### src/rtl/approx_sub_pkg.sv
// Shared sizes, FSM state type and approximation-mask helper for the
// digit-serial approximate subtractor.
package approx_sub_pkg;

    localparam int DIGIT_W    = 4;
    localparam int NUM_DIGITS = 4;
    localparam int DATA_W     = 16;

    typedef enum logic [1:0] {
        IDLE = 2'd0,
        RUN  = 2'd1,
        NEG  = 2'd2,
        DONE = 2'd3
    } state_t;

    // One bit set per approximate LSB position inside the lowest digit.
    function automatic logic [DIGIT_W-1:0] approx_mask(input int n);
        logic [DIGIT_W-1:0] m;
        m = '0;
        for (int i = 0; i < DIGIT_W; i++) begin
            if (i < n) m[i] = 1'b1;
        end
        return m;
    endfunction

endpackage

### src/rtl/sub_digit4.sv
// Combinational 4-bit digit subtractor; bits flagged in approx_mask use a
// borrow-free XOR cell that ignores the incoming borrow.
module sub_digit4
    import approx_sub_pkg::*;
(
    input  logic [DIGIT_W-1:0] a_dig,
    input  logic [DIGIT_W-1:0] b_dig,
    input  logic               bin,
    input  logic [DIGIT_W-1:0] approx_mask,
    output logic [DIGIT_W-1:0] d_dig,
    output logic               bout
);

    // An approximate bit passes on only its own ~a&b, so just the topmost
    // approximate bit can feed a borrow into the exact region above it.
    always_comb begin
        logic [DIGIT_W:0] chain;
        chain    = '0;
        chain[0] = bin;
        d_dig    = '0;
        for (int i = 0; i < DIGIT_W; i++) begin
            if (approx_mask[i]) begin
                d_dig[i]     = a_dig[i] ^ b_dig[i];
                chain[i + 1] = ~a_dig[i] & b_dig[i];
            end else begin
                d_dig[i]     = a_dig[i] ^ b_dig[i] ^ chain[i];
                chain[i + 1] = (~a_dig[i] & b_dig[i]) | (~(a_dig[i] ^ b_dig[i]) & chain[i]);
            end
        end
        bout = chain[DIGIT_W];
    end

endmodule

### src/rtl/approx_sub16_seq.sv
// Digit-serial 16-bit subtractor with approximate LSBs and valid/ready on both
// sides. Define APPROX_SUB_ABS_DIFF_EN to return |a-b| via an extra NEG cycle.
module approx_sub16_seq
    import approx_sub_pkg::*;
#(
    parameter int APPROX_BITS = 2
) (
    input  logic              clk,
    input  logic              rst_n,
    input  logic              in_valid,
    output logic              in_ready,
    input  logic [DATA_W-1:0] a,
    input  logic [DATA_W-1:0] b,
    output logic              out_valid,
    input  logic              out_ready,
    output logic [DATA_W-1:0] diff,
    output logic              bout
);

    localparam logic [DIGIT_W-1:0] APPROX_MASK = approx_mask(APPROX_BITS);
    localparam logic [1:0]         LAST_DIGIT  = 2'(NUM_DIGITS - 1);

    generate
        if (APPROX_BITS < 0 || APPROX_BITS > DIGIT_W) begin : g_bad_approx_bits
            $error("approx_sub16_seq: APPROX_BITS must lie in 0..4");
        end
    endgenerate

    state_t              state;
    logic [1:0]          digit_cnt;
    logic [DATA_W-1:0]   a_reg;
    logic [DATA_W-1:0]   b_reg;
    logic [DATA_W-1:0]   acc;
    logic                borrow;

    logic [DIGIT_W-1:0]  dig_mask;
    logic [DIGIT_W-1:0]  dig_d;
    logic                dig_bout;

    // Operands shift right one digit per RUN cycle, so the single digit cell
    // always looks at the low nibble; the approximate mask applies to digit 0 only.
    assign dig_mask = (digit_cnt == 2'd0) ? APPROX_MASK : '0;

    sub_digit4 u_digit (
        .a_dig       (a_reg[DIGIT_W-1:0]),
        .b_dig       (b_reg[DIGIT_W-1:0]),
        .bin         (borrow),
        .approx_mask (dig_mask),
        .d_dig       (dig_d),
        .bout        (dig_bout)
    );

    // Results enter acc at the top and slide down, so after four digits
    // acc holds the full difference in natural bit order.
    always_ff @(posedge clk or negedge rst_n) begin
        if (!rst_n) begin
            state     <= IDLE;
            in_ready  <= 1'b1;
            out_valid <= 1'b0;
            diff      <= '0;
            bout      <= 1'b0;
            digit_cnt <= '0;
            a_reg     <= '0;
            b_reg     <= '0;
            acc       <= '0;
            borrow    <= 1'b0;
        end else begin
            case (state)
                IDLE: begin
                    if (in_valid && in_ready) begin
                        a_reg     <= a;
                        b_reg     <= b;
                        acc       <= '0;
                        borrow    <= 1'b0;
                        digit_cnt <= '0;
                        in_ready  <= 1'b0;
                        state     <= RUN;
                    end
                end
                RUN: begin
                    a_reg     <= {{DIGIT_W{1'b0}}, a_reg[DATA_W-1:DIGIT_W]};
                    b_reg     <= {{DIGIT_W{1'b0}}, b_reg[DATA_W-1:DIGIT_W]};
                    acc       <= {dig_d, acc[DATA_W-1:DIGIT_W]};
                    borrow    <= dig_bout;
                    digit_cnt <= digit_cnt + 2'd1;
                    if (digit_cnt == LAST_DIGIT) begin
`ifdef APPROX_SUB_ABS_DIFF_EN
                        if (dig_bout) begin
                            state <= NEG;
                        end else begin
                            diff      <= {dig_d, acc[DATA_W-1:DIGIT_W]};
                            bout      <= dig_bout;
                            out_valid <= 1'b1;
                            state     <= DONE;
                        end
`else
                        diff      <= {dig_d, acc[DATA_W-1:DIGIT_W]};
                        bout      <= dig_bout;
                        out_valid <= 1'b1;
                        state     <= DONE;
`endif
                    end
                end
`ifdef APPROX_SUB_ABS_DIFF_EN
                NEG: begin
                    diff      <= ~acc + 16'd1;
                    bout      <= borrow;
                    out_valid <= 1'b1;
                    state     <= DONE;
                end
`endif
                DONE: begin
                    if (out_ready) begin
                        out_valid <= 1'b0;
                        in_ready  <= 1'b1;
                        state     <= IDLE;
                    end
                end
                default: begin
                    out_valid <= 1'b0;
                    in_ready  <= 1'b1;
                    state     <= IDLE;
                end
            endcase
        end
    end

endmodule
### config.mk
export PLATFORM = sky130hd
export DESIGN_NAME = approx_sub16_seq
export DESIGN_NICKNAME = d
export VERILOG_FILES = /design/src/rtl/approx_sub_pkg.sv /design/src/rtl/sub_digit4.sv /design/src/rtl/approx_sub16_seq.sv
export SDC_FILE = /design/constraint.sdc
export NUM_CORES = 1
export LEC_CHECK = 0
export CORE_MARGIN = 1
export CORE_UTILIZATION = 52
export CTS_CLUSTER_SIZE = 12
export DETAILED_ROUTE_END_ITERATION = 10
export MAX_ROUTING_LAYER = met4
export PLACE_DENSITY = 0.85
export SYNTH_ARGS = -nofsm -noshare
export SYNTH_HDL_FRONTEND = slang
export SYNTH_SLANG_ARGS = --single-unit
### constraint.sdc
create_clock -name clk -period 3 [get_ports clk]
set_input_delay 0.6 -clock clk [delete_from_list [all_inputs] [get_ports clk]]
set_output_delay 0.6 -clock clk [all_outputs]
set_load 0.02 [all_outputs]
## Word level (Yosys, flattened, before mapping)

Cells that the tools add are included.

- Shift operators: 0
- Multiplexer cells: 28
- Equality and inequality tests: 6
- Add/sub/neg operators: 1
- Bitwise logic cells: 30
- $mul: 0
- Reduce and logical (&&, ||, !) cells: 9
- Div/mod/pow operators: 0
- Order comparisons: 0

Operator list:

| cell | number |
|---|---|
| one-hot mux 16 bit (2 select lines) | 3 |
| 2-to-1 mux 16 bit | 3 |
| 2-to-1 mux 1 bit | 12 |
| 2-to-1 mux 2 bit | 5 |
| inverter 1 bit | 10 |
| AND reduction 3 bit | 3 |
| bitwise AND 1 bit | 8 |
| bitwise XOR 1 bit | 8 |
| != test 2 bit, second input constant | 3 |
| one-hot mux 1 bit (3 select lines) | 2 |
| one-hot mux 2 bit (3 select lines) | 1 |
| == test 2 bit, second input constant | 2 |
| logical NOT 2 bit | 2 |
| bitwise OR 1 bit | 4 |
| one-hot mux 2 bit (2 select lines) | 1 |
| AND reduction 2 bit | 2 |
| adder 2 x 1 -> 2 bit, second input constant | 1 |
| == test 2 x 1 -> 1 bit, second input constant | 1 |
| one-hot mux 1 bit (2 select lines) | 1 |
| nonzero test 2 bit | 1 |
| logical AND 1 bit | 1 |

- ROM bits: 0
- Output and inout port bits: 19
- RAM bits: 0
- Input bits: 36
- Latch bits: 0
- Register bits: 72
- Logic and storage cells: 84
- Memories kept: 0

## Depth between registers and ports, before layout

- Word-level depth: 15
- Depth in mapped cells: 9
- Gate-level depth less buffers: 9

## By module

A second synthesis with hierarchy kept.

- Cells, all modules: 249
- Area total of the unflattened synthesis: 3114.2 µm²

By module, submodules not included:

| module | instances | cells an instance | sequential area each (µm²) | area each (µm²) |
|---|---|---|---|---|
| approx_sub16_seq | 1 | 222 | 1702.9 | 2867.8 |
| sub_digit4 | 1 | 27 | 0.0 | 246.5 |

## Worst setup path before layout

Ideal clock, no wire load.

- Path type: reg2reg
- Start: register a_reg[0]
- End: register diff[15]
- Path buffers: 0
- Required time: 2.875 ns
- Period minus slack after synthesis: 2.403 ns
- Library setup time: 0.125 ns
- Data arrival time: 2.278 ns
- Cell stages (with the launch flop): 10
- Slack: 0.597 ns
- Cell sequence: dfrtp_1 > inv_1 > fa_1 > mux2i_1 > fa_1 > o21ai_0 > fa_1 > inv_1 > fa_1 > mux2_2

- Word-level cells in the longest chain between the ends: 13
- Elaborated cells between the ends (all ways): 15
- Those cells by class: mux: 4; bitwise: 11

Ends and longest elaborated chain:

| element | line | text |
|---|---|---|
| from (decl) | approx_sub16_seq.sv:31 | `logic [DATA_W-1:0] a_reg;` |
| from (signal assigned) | approx_sub16_seq.sv:81 | `a_reg <= {{DIGIT_W{1'b0}}, a_reg[DATA_W-1:DIGIT_W]};` |
| bitwise XOR 1 bit | sub_digit4.sv:27 | `chain[i + 1] = (~a_dig[i] & b_dig[i]) \| (~(a_dig[i] ^ b_dig[i]) & chain[i]);` |
| inverter 1 bit | sub_digit4.sv:27 |  |
| bitwise AND 1 bit | sub_digit4.sv:27 |  |
| bitwise OR 1 bit | sub_digit4.sv:27 |  |
| 2-to-1 mux 1 bit (*) | sub_digit4.sv:22 | `if (approx_mask[i]) begin` |
| bitwise AND 1 bit (*) | sub_digit4.sv:27 |  |
| bitwise OR 1 bit (*) | sub_digit4.sv:27 |  |
| 2-to-1 mux 1 bit (*) | sub_digit4.sv:22 |  |
| bitwise AND 1 bit (*) | sub_digit4.sv:27 |  |
| bitwise OR 1 bit (*) | sub_digit4.sv:27 |  |
| 2-to-1 mux 1 bit (*) | sub_digit4.sv:22 |  |
| bitwise XOR 1 bit (*) | sub_digit4.sv:26 | `d_dig[i] = a_dig[i] ^ b_dig[i] ^ chain[i];` |
| 2-to-1 mux 1 bit (*) | sub_digit4.sv:22 |  |
| via dig_d[3] | approx_sub16_seq.sv:37 | `logic [DIGIT_W-1:0] dig_d;` |
| to (signal assigned) | approx_sub16_seq.sv:97 | `diff <= {dig_d, acc[DATA_W-1:DIGIT_W]};` |
| to (decl) | approx_sub16_seq.sv:16 | `output logic [DATA_W-1:0] diff,` |

Mark *: on every way through the listed nets, which the timed path passes. The rest lies on a longest branch.
A chain may end at the register's enable or synchronous reset.

## Final worst setup path

Ends and elaborated chain as after synthesis.

==> results.cfg <==
[outcome]
status = finished clean

[clock_tree]
cts_buffer_depth = 2
ctsResizeCount = 0
clk_pin_slew_ps = 80
cts_tree = yes
post-cts-setup-buffers = 0
cts_made_buffers = 9
htreeDepth = 3
cts_hold_buf = 0
clkLatencyLatePin_ps = 350
clock-sinks = 68
cts-root-buf = clkbuf_8

[setup_path]
setup.worst_path.start = a_reg[0]
crit_family = adder cells
rr_startpoint = a_reg[0]
worstPathCellList = inv_1 > fa_1 > mux2i_1 > fa_1 > o21ai_0 > fa_1 > inv_1 > fa_1 > mux2_2
end_kind = flop
path_common_cell = fa_1
r2r_cells = 9
crit_end = diff[15]
cp.required_ps = 3240
critPathKind = flop to flop
critPathMaxFanout = 2
r2r_slack_ps = 410
cpPeakStageDelay_ps = 430
critPathBufInv = 2
crit_slowest_cell = fa_1
crit_cells = 9
worst_r2r_endpoint = diff[15]
cp-start-kind = flop
critPathArrivalTime_ps = 2830

[sta]
hold_viol_final = 0
period_needed_ps = 2590
finClkSkew_ps = 5.214
slew_violations = 0
fin_crit_sh_pct = 86.34
fin_setup_tns_ps = 0
max_slew_margin_pct = 36.65
setup_violations = 0
fmax_ghz = 0.3861
grt_setup_unrepaired = no
tightestPinTransition_ps = 950.2
fin_ws_ps = 409.9
whs_ps = 253.0

[floorplan]
die_w_um = 78.06
coreArea_mm2 = 0.005540
die_y_um = 78.06
initial_core_util_pct = 54.29
ios = 55
die_area_mm2 = 0.006093
rows = 27

[logic_synthesis]
syn-num-nets = 290
yosysWarnings = 0
synthArstFlopShare_pct = 100.0
synth_edf_count = 0
synth_cells = 246
netlist_area_mm2 = 0.003008
ys_ff_latch = 68
syn_avg_cell_area_um2 = 12.23
yosysUniqueCellTypes = 26
synth_flop_cell = dfrtp_1
ys_seq_area_share_pct = 56.61

[route]
dr.pass1.iters = 4
wl_um = 5670
viasPerCell = 5.622
wl_per_cell_um = 15.08
first_iter_violations = 101
drc = 0
ant_nets = 0
vias = 2114

[grt]
met2_usage_pct = 36.40
met1_usage_pct = 25.43
track_usage_pct = 21.68
antenna_found_initial = 0
grt_pass1_vias = 2152
grt_overflow_total = 0
use_met3_pct = 3.837
busiest_layer = met2
grt_pass1_wl_um = 9722
grt_max_degree = 43

[power]
power_mw = 1.836
ir_drop_mv = 0.2557
power.density_mw_per_mm2 = 483.0
total_leakage_power_nw = 1.682

[placed_design]
dp.cells = 360
gp_congestion = 0.8319
dp_slack_ps = 378.8
dp_hpwl_um = 3938
placed_cell_area_mm2 = 0.003578
io_buffers = 54

[run]
cap_viol_max_count = 0

[finish]
postLayoutCellArea_mm2 = 0.003801
n_antenna_cell = 0
nNetsFinal = 343
layout-drive-gt1-share_pct = 13.49
final_core_util_pct = 68.61
final_cells = 376
area_growth_pct = 26.37

[worst_hold_path]
hp-class = input port to asynchronous set/reset pin
==> worst min-delay path by stage <==
stage               startpoint  slack, ps       end
floorplan                rst_n        300  a_reg[0]
global placement          bout        460      bout
detailed placement    diff[13]        480  diff[13]
CTS                      rst_n        270   acc[13]
global route             rst_n        310   acc[13]
finish                   rst_n        250    acc[6]
==> cell families (layout without fill, tap and decap cells) <==
kind of cell / count (synthesis) / after routing / synth area share, %
AO/OA/AOI/OAI: 86 / 86 / 17.30
AND/OR/NAND/NOR: 17 / 17 / 2.954
flip-flops: 68 / 68 / 56.61
buffers and inverters: 28 / 86 / 5.241
adder cells (fa/ha/maj): 8 / 8 / 4.326
multiplexers: 39 / 39 / 13.56
==> layer usage <==
layer	share of wire, %	vias up
met5	0	-
met4	2.4	0
met3	4.2	14
met2	50	72
met1	43	1045
li1	-	983
==> synth_stat cells, drive strengths merged, types with 2 or more instances <==
| cell type | n | area (um^2) |
|---|---|---|
| o2bb2ai | 4 | 35.03 |
| nand2b | 2 | 12.51 |
| mux2 | 14 | 157.7 |
| clkbuf | 7 | 26.28 |
| nand2 | 7 | 26.28 |
| ha | 4 | 50.05 |
| a21oi | 4 | 23.77 |
| fa | 4 | 80.08 |
| inv | 10 | 37.54 |
| nor2b | 3 | 18.77 |
| nor2 | 2 | 7.510 |
| mux2i | 25 | 250.2 |
| dfrtp | 67 | 1677 |
| buf | 11 | 93.83 |
| o21ai | 58 | 290.3 |
| a22o | 18 | 157.7 |
==> placed cells by master (no fill, tap or decap), drive strengths merged, types with 7 or more instances in the layout <==
cell type and instances:
inv 12, buf 7, o21ai 58, a22o 18, dfrtp 67, nand2 7
clkbuf 9, mux2 14, clkdlybuf4s50 53, mux2i 25
==> final cells by class <==
type | count | area [um^2]
clock buffers | 9 | 123.9
repair buffers | 60 | 593.1
multi-input cells | 150 | 1155
flip-flops and latches | 68 | 1703
fillers | 417 | 1739
well taps | 72 | 90.09
clock inverters | 7 | 98.84
inverters | 10 | 37.54
==> power by group <==
group	internal (mW)	switching [mW]	leakage, nW	total [mW]
combinational	0.0471	0.0304	0.656	0.0774
sequential	0.916	0	0.916	0.916
clock	0.473	0.369	0.110	0.843
total	1.44	0.400	1.68	1.84
Power figures use the tool's default switching activity.
